`src/rtl/hci_hwpe_port_arbiter.sv`:
```
// Round-robin arbiter sharing one wide HWPE port between NB_REQ requesters, with an in-order ID FIFO
// for response routing. Define HCI_ARB_STALL_CNT_EN to build the per-requester stall counters.
module hci_hwpe_port_arbiter #(
    parameter int NB_REQ          = 2,
    parameter int DW              = 64,
    parameter int AW              = 32,
    parameter int MAX_OUTSTANDING = 2
) (
    input  logic                     clk_i,
    input  logic                     rst_ni,
    input  logic                     clear_i,
    input  logic [NB_REQ-1:0]        in_req_i,
    output logic [NB_REQ-1:0]        in_gnt_o,
    input  logic [NB_REQ-1:0]        in_wen_i,
    input  logic [NB_REQ*AW-1:0]     in_add_i,
    input  logic [NB_REQ*DW/8-1:0]   in_be_i,
    input  logic [NB_REQ*DW-1:0]     in_data_i,
    output logic [NB_REQ-1:0]        in_r_valid_o,
    output logic [DW-1:0]            in_r_data_o,
    output logic                     out_req_o,
    output logic                     out_wen_o,
    output logic [AW-1:0]            out_add_o,
    output logic [DW/8-1:0]          out_be_o,
    output logic [DW-1:0]            out_data_o,
    input  logic                     out_gnt_i,
    input  logic                     out_r_valid_i,
    input  logic [DW-1:0]            out_r_data_i,
    output logic                     err_o,
    output logic [NB_REQ*32-1:0]     stall_cnt_o
);

    localparam int PW = (NB_REQ > 1) ? $clog2(NB_REQ) : 1;
    localparam int FW = (MAX_OUTSTANDING > 1) ? $clog2(MAX_OUTSTANDING) : 1;
    localparam int CW = $clog2(MAX_OUTSTANDING + 1);
    localparam int BW = DW / 8;

    logic [PW-1:0] prio_q, prio_d;
    logic [PW-1:0] id_fifo_q [MAX_OUTSTANDING];
    logic [PW-1:0] id_fifo_d [MAX_OUTSTANDING];
    logic [FW-1:0] wr_ptr_q, wr_ptr_d;
    logic [FW-1:0] rd_ptr_q, rd_ptr_d;
    logic [CW-1:0] occ_q, occ_d;
    logic          err_q, err_d;

    logic          win_valid;
    logic [PW-1:0] win_idx;
    logic [PW-1:0] head_id;
    logic          full;
    logic          empty;
    logic          handshake;
    logic          pop;

    function automatic logic [PW-1:0] rr_index(input logic [PW-1:0] base, input int off);
        int sum;
        sum = int'(base) + off;
        if (sum >= NB_REQ) begin
            sum = sum - NB_REQ;
        end
        return PW'(sum);
    endfunction

    // First requesting index at or above prio, wrapping around
    always_comb begin
        win_valid = 1'b0;
        win_idx   = '0;
        for (int i = 0; i < NB_REQ; i++) begin
            if (!win_valid && in_req_i[rr_index(prio_q, i)]) begin
                win_valid = 1'b1;
                win_idx   = rr_index(prio_q, i);
            end
        end
    end

    assign full      = (occ_q == CW'(MAX_OUTSTANDING));
    assign empty     = (occ_q == '0);
    assign out_req_o = (|in_req_i) & ~full;
    assign handshake = out_req_o & out_gnt_i;
    assign pop       = out_r_valid_i & ~empty;
    assign head_id   = id_fifo_q[rd_ptr_q];

    always_comb begin
        out_wen_o  = 1'b0;
        out_add_o  = '0;
        out_be_o   = '0;
        out_data_o = '0;
        in_gnt_o   = '0;
        if (win_valid) begin
            out_wen_o          = in_wen_i[win_idx];
            out_add_o          = in_add_i[int'(win_idx)*AW +: AW];
            out_be_o           = in_be_i[int'(win_idx)*BW +: BW];
            out_data_o         = in_data_i[int'(win_idx)*DW +: DW];
            in_gnt_o[win_idx]  = handshake;
        end
    end

    always_comb begin
        in_r_valid_o = '0;
        if (pop) begin
            in_r_valid_o[head_id] = 1'b1;
        end
    end

    assign in_r_data_o = out_r_data_i;
    assign err_o       = err_q;

    always_comb begin
        prio_d    = prio_q;
        wr_ptr_d  = wr_ptr_q;
        rd_ptr_d  = rd_ptr_q;
        occ_d     = occ_q;
        err_d     = err_q;
        id_fifo_d = id_fifo_q;

        if (handshake) begin
            id_fifo_d[wr_ptr_q] = win_idx;
            wr_ptr_d = (wr_ptr_q == FW'(MAX_OUTSTANDING - 1)) ? '0 : wr_ptr_q + FW'(1);
            prio_d   = (win_idx == PW'(NB_REQ - 1)) ? '0 : win_idx + PW'(1);
        end

        if (pop) begin
            rd_ptr_d = (rd_ptr_q == FW'(MAX_OUTSTANDING - 1)) ? '0 : rd_ptr_q + FW'(1);
        end

        // A response with nothing outstanding has no owner
        if (out_r_valid_i && empty) begin
            err_d = 1'b1;
        end

        case ({handshake, pop})
            2'b10:   occ_d = occ_q + CW'(1);
            2'b01:   occ_d = occ_q - CW'(1);
            default: occ_d = occ_q;
        endcase
    end

    always_ff @(posedge clk_i) begin
        if (!rst_ni || clear_i) begin
            prio_q   <= '0;
            wr_ptr_q <= '0;
            rd_ptr_q <= '0;
            occ_q    <= '0;
            err_q    <= 1'b0;
            for (int i = 0; i < MAX_OUTSTANDING; i++) begin
                id_fifo_q[i] <= '0;
            end
        end else begin
            prio_q    <= prio_d;
            wr_ptr_q  <= wr_ptr_d;
            rd_ptr_q  <= rd_ptr_d;
            occ_q     <= occ_d;
            err_q     <= err_d;
            id_fifo_q <= id_fifo_d;
        end
    end

`ifdef HCI_ARB_STALL_CNT_EN
    logic [31:0] stall_cnt_q [NB_REQ];
    logic [31:0] stall_cnt_d [NB_REQ];

    // Saturating count of cycles a requester waited without a grant
    always_comb begin
        for (int r = 0; r < NB_REQ; r++) begin
            stall_cnt_d[r] = stall_cnt_q[r];
            if (in_req_i[r] && !in_gnt_o[r] && (stall_cnt_q[r] != 32'hFFFF_FFFF)) begin
                stall_cnt_d[r] = stall_cnt_q[r] + 32'd1;
            end
        end
    end

    always_ff @(posedge clk_i) begin
        if (!rst_ni || clear_i) begin
            for (int r = 0; r < NB_REQ; r++) begin
                stall_cnt_q[r] <= '0;
            end
        end else begin
            stall_cnt_q <= stall_cnt_d;
        end
    end

    always_comb begin
        stall_cnt_o = '0;
        for (int r = 0; r < NB_REQ; r++) begin
            stall_cnt_o[r*32 +: 32] = stall_cnt_q[r];
        end
    end
`else
    assign stall_cnt_o = '0;
`endif

endmodule

```
`config.mk`:
```
export PLATFORM = sky130hd
export DESIGN_NAME = hci_hwpe_port_arbiter
export DESIGN_NICKNAME = d
export VERILOG_FILES = /design/src/rtl/hci_hwpe_port_arbiter.sv
export SDC_FILE = /design/constraint.sdc
export NUM_CORES = 1
export LEC_CHECK = 0
export ABC_AREA = 1
export CORE_AREA = 2 2 200 202
export DETAILED_ROUTE_END_ITERATION = 7
export DIE_AREA = 0 0 202 204
export PLACE_DENSITY_LB_ADDON = 0.2
export REMOVE_ABC_BUFFERS = 1
export SLEW_MARGIN = 10
export SYNTH_ARGS = -nofsm -noshare
export SYNTH_HDL_FRONTEND = slang
export SYNTH_SLANG_ARGS = --single-unit
```
`constraint.sdc`:
```
create_clock -name clk_i -period 2.5 [get_ports clk_i]
set_input_delay 0.5 -clock clk_i [delete_from_list [all_inputs] [get_ports clk_i]]
set_output_delay 0.5 -clock clk_i [all_outputs]
set_load 0.005 [all_outputs]
```
Yosys cells after proc, flatten, opt, wreduce, memory -nomap -nowiden. Cells that the tools add are included.

Add/sub/neg operators: 8. Multipliers: 0. Divide/modulo/power cells: 0. $lt $le $gt $ge: 11. Eq/ne operators: 3. Shift operators: 3. Multiplexer cells: 32. Bitwise logic cells: 8. Reduce and logical (&&, ||, !) cells: 11.

Operators by type and width (count): variable part select 128 x 8 -> 64 bit (1); 2-to-1 mux 64 bit (1); variable part select 64 x 7 -> 32 bit (1); 2-to-1 mux 32 bit (1); 2-to-1 mux 1 bit (22); variable part select 16 x 5 -> 8 bit (1); < comparator 1 x 2 -> 1 bit, second input constant (4); 2-to-1 mux 8 bit (1); greater-or-equal comparator 2 bit, second input constant (3); logical AND 1 bit (5); == test 2 bit, second input constant (2); 2-to-1 mux 2 bit (2); NOT 1 -> 2 bit (2); one-hot mux 2 bit (2 select lines) (1); adder 1 bit, second input constant (3); bitwise AND 1 bit (3); demux 1 bit (select 1 bit) (3); adder 1 x 1 -> 2 bit, second input constant (1); adder 2 x 1 -> 2 bit, second input constant (1); bitwise AND 2 bit (1); bitwise mux 2 bit (1); == test 2 x 1 -> 1 bit, second input constant (1); greater-or-equal comparator 1 bit, second input constant (2); greater-or-equal comparator 1 x 2 -> 1 bit, second input constant (1); other kinds (9) (12).

Bits in registers: 8. Latch bits: 0. Memory bits (writable): 0. Memory bits (read-only): 0. Input bits: 281. Output and inout port bits: 239. Word-level logic and storage cells: 83. Memories: 0.

Longest topological paths before layout.
Word-level depth: 14. Mapped depth: 10. Mapped depth without buffers: 9.

Worst setup path after synthesis. No wires, ideal clock.

Path kind: input-to-output. Start point: input port in_req_i[0]. End point: output port out_add_o[0]. Arrival time: 1.240 ns. Slack: 0.760 ns. Stages on the path: 8. Buffers on the path: 3. Cell sequence: buf_4 nand2_2 nand2_4 inv_4 buf_6 buf_4 nand2_1 nand2_1.

Longest elaborated chain between the ends: 8.

Ends and longest elaborated chain: start, declared (RTL line 12) `input logic [NB_REQ-1:0] in_req_i,`; 2-to-1 mux 1 bit (implied by the code) (2 in series) (RTL line 67) `if (!win_valid && in_req_i[rr_index(prio_q, i)]) begin`; 2-to-1 mux 1 bit (RTL line 67); logical NOT 1 bit (RTL line 67); logical AND 1 bit (RTL line 67); 2-to-1 mux 1 bit (RTL line 67); variable part select 64 x 7 -> 32 bit (RTL line 89) `out_add_o = in_add_i[int'(win_idx)*AW +: AW];`; 2-to-1 mux 32 bit (*) (RTL line 87) `if (win_valid) begin`; end, declared (RTL line 22) `output logic [AW-1:0] out_add_o,`.

Mark *: on every way between the ends. The rest lies on a longest branch, timed or not. The select of a mux whose other input is x is not followed.

Worst setup path in the final report.
Start point: input port in_req_i[0]. End point: output port out_data_o[5].

Longest elaborated chain between the ends: 8.

Ends and longest elaborated chain: 2-to-1 mux 1 bit (implied by the code) (2 in series) (RTL line 67); 2-to-1 mux 1 bit (RTL line 67); logical NOT 1 bit (RTL line 67); logical AND 1 bit (RTL line 67); 2-to-1 mux 1 bit (RTL line 67); variable part select 128 x 8 -> 64 bit (RTL line 91) `out_data_o = in_data_i[int'(win_idx)*DW +: DW];`; 2-to-1 mux 64 bit (*) (RTL line 87); end, declared (RTL line 24) `output logic [DW-1:0] out_data_o,`.

Marks and branches as above.

==> summary.txt <==
Floorplanning
  • Row Count: 73
  • Initial core utilization: 0.07367
  • Die ar.: 0.04121 mm²
  • Die height: 204 µm
  • Die W: 202 µm
  • Core ar.: 0.03918 mm²
  • Io pins: 520

Final layout
  • # diodes: 0
  • Nets: 1092
  • Share of the core filled with cells: 0.1657
  • Multi-input gate area: 0.001782 mm²
  • Layout cells sized above 1: 0.05446
  • Non-Filler Instances: 1333
  • Area delta synth->final: 124.9%
  • Register area: 160.2 µm²
  • Fill count: 4497
  • Design area: 0.006491 mm²

Run
  • Max_cap viols: 0

Worst setup path
  • Crit-path max FO: 11
  • Critical path class: in -> out
  • Crit path capture type: output port
  • CP required: 2.00 ns
  • Cells on worst reg2reg path: 9
  • Startpoint types: primary input
  • Crit path largest cell delay: 0.52 ns
  • Critical path's slowest cell: clkdlybuf4s50_1
  • Crit path DAT: 1.91 ns
  • Top cell by count, worst path: nand2_1
  • Cell chain of the critical path: buf_4, nand2_2, nand2_8, inv_12, buf_6, clkbuf_16, nand2_1, nand2_1, clkdlybuf4s50_1
  • Worst reg2reg setup slack: 0.72 ns

Clock tree
  • CTS Hold Bufs: 0
  • Root buffer cell: clkbuf_16
  • Longest Clk Path Bufs: 2
  • Clk sink count: 8
  • CTS tree: done
  • H-Tree Depth: 1
  • Worst-path clk slew: 0.04 ns
  • CTS buffer count: 3
  • Clk Latency, worst-skew pair: 0.23 ns

Placement
  • Setup Slack @ Placement: -0.2549 ns
  • Area post-placement: 0.006133 mm²
  • Port bufs: 327
  • Dpl hpwl: 17.67 mm
  • DP Cell Count: 1317
  • GPL Wtd Cong: 0.8101

Drt
  • Vias per inst: 3.198
  • DRT Pass-1 Iters: 4
  • Total number of vias: 4263
  • WL/cell: 17.18 µm
  • DR iter-0 viols: 221
  • WL final: 22.90 mm
  • DRC viols: 0
  • Detail Route Antenna Nets: 0

STA
  • Fin crit share: 0.9622
  • Final worst path period need: 2.405 ns
  • Fin. Hold Viols: 0
  • Slew Limit Fails: 0
  • Sum Neg Setup Slack: 0 ns
  • Unrepaired setup endpoints after global routing: no
  • Setup Viol. Count Final: 0
  • Fmax: 415.7 MHz
  • Post-layout worst setup margin: 0.09461 ns
  • Final setup skew: 0.0004844 ns

Global route
  • Initial antenna violation count: 3
  • Pin count of the biggest net entering global routing: 54
  • Total track usage: 0.09813
  • Grt total ovfl: 0
  • First-pass GRT wire length: 29.55 mm
  • Number of global-route vias before repair: 4064

Logic synthesis
  • Synthesized area per cell: 5.316 µm²
  • #FFs+latches synth: 8
  • Yosys top cell area share: 0.3537
  • Warnings, synthesis: 0
  • Synth top area cells: buf_4 35%, nand2_1 29%, nand3_1 18%, dfxtp_1 5.5%, buf_2 2.3%
  • Largest area contributor in the netlist: buf_4
  • Post-Synthesis Cell Area: 0.002887 mm²
  • Synth cell types: 20
  • Syn Inst Count: 543
  • Sequential share of the synthesized area: 0.05548

Pwr
  • Worst vdd ir: 0.0001357 V
  • P per Cell Area: 233.2 mW/mm²
  • Leak: 0.002841 µW

Status
  • Status: finished, final reports clean

Min path
  • Worst Hold Class: reg -> reg
  • WHS Path Cells: 1
[power breakdown]
part | internal, µW | switching (µW) | leakage (µW)
registers | 133 | 3.39 | 0.0000651
clock network | 206 | 63.8 | 0.0000370
logic | 698 | 408 | 0.00274
total | 1040 | 475 | 0.00284
[synth_stat cells, drive strengths merged]
| master | count |
|---|---|
| nand4 | 3 |
| a21oi | 3 |
| nor3b | 1 |
| buf | 152 |
| o21ai | 4 |
| conb | 1 |
| nand3 | 106 |
| dfxtp | 8 |
| inv | 12 |
| nor2 | 17 |
| clkbuf | 10 |
| nand2 | 224 |
| ha | 1 |
| a31oi | 1 |
[worst max-delay path: cells and delay by family]
| family | cells | cell delay, ns |
|---|---|---|
| buffers and inverters | 5 | 1.06 |
| and+or+nand+nor | 4 | 0.32 |
[logic make-up after synthesis]
logic type,after synthesis,share of synthesized area
simple gates,351,0.5098
buf+inv,174,0.4148
flops,8,0.05548
other cells,1,0.001299
fa+ha+maj,1,0.004334
compound gates,8,0.01430
[routing by layer]
metal,part of all wire,vias to the layer above,GRT usage
met1,0.39,1838,0.1100
met5,0.010,-,0.03690
met2,0.42,348,0.1445
met3,0.17,20,0.07813
li1,-,2049,-
met4,0.010,8,0.01313
[state kept, by name (all words and copies together) (netlist names)]
| name | count |
|---|---|
| occ_q | 2 |
| prio_q | 1 |
| rd_ptr_q | 1 |
| wr_ptr_q | 1 |
| err_o | 1 |
| id_fifo_q | 2 |
[what timing repair did]
action / in CTS / in global routing
setup buffers: 6 / 2
endpoints found under the setup margin: 108 / 22
endpoints found under the hold margin: 0 / 0
pin swaps: 1 / 1
cloned: 3 / 2
resized for setup: 13 / 6
[cell usage in the layout, fill, tap and decap left out, types with 3 or more instances in the layout]
| master | count |
|---|---|
| a21oi_1 | 3 |
| buf_12 | 6 |
| buf_16 | 6 |
| buf_4 | 19 |
| clkbuf_16 | 5 |
| clkdlybuf4s50_1 | 323 |
| conb_1 | 64 |
| dfxtp_1 | 8 |
| inv_1 | 11 |
| nand2_1 | 222 |
| nand3_1 | 105 |
| nand4_1 | 3 |
| nor2_1 | 16 |
| o21ai_0 | 4 |
[stage by stage]
step                      total power (µW)  hold WS (ns)
after global placement                1183        0.4592
after global routing                  1632        0.4944
after CTS                             1507        0.4653
final                                 1514        0.4598
after floorplan                      385.8        0.4383
after detailed placement              1175        0.4614
[worst paths after layout]
check | startpoint | end
worst max-delay path | in_req_i[0] | out_data_o[5]
worst min register to register | rd_ptr_q$_SDFFE_PP0P_ | rd_ptr_q$_SDFFE_PP0P_
worst max register to register | occ_q[0]$_SDFFE_PP0P_ | occ_q[1]$_SDFFE_PP0P_
worst min-delay path | rd_ptr_q$_SDFFE_PP0P_ | rd_ptr_q$_SDFFE_PP0P_
[final cells by class]
type                    count  share of cell area
clock buffers               3             0.01157
inverters                  12            0.008867
multi-input cells         424              0.2745
flip-flops and latches      8             0.02467
well taps                 525              0.1012
repair buffers            361              0.5792
Power figures use the tool's default switching activity.
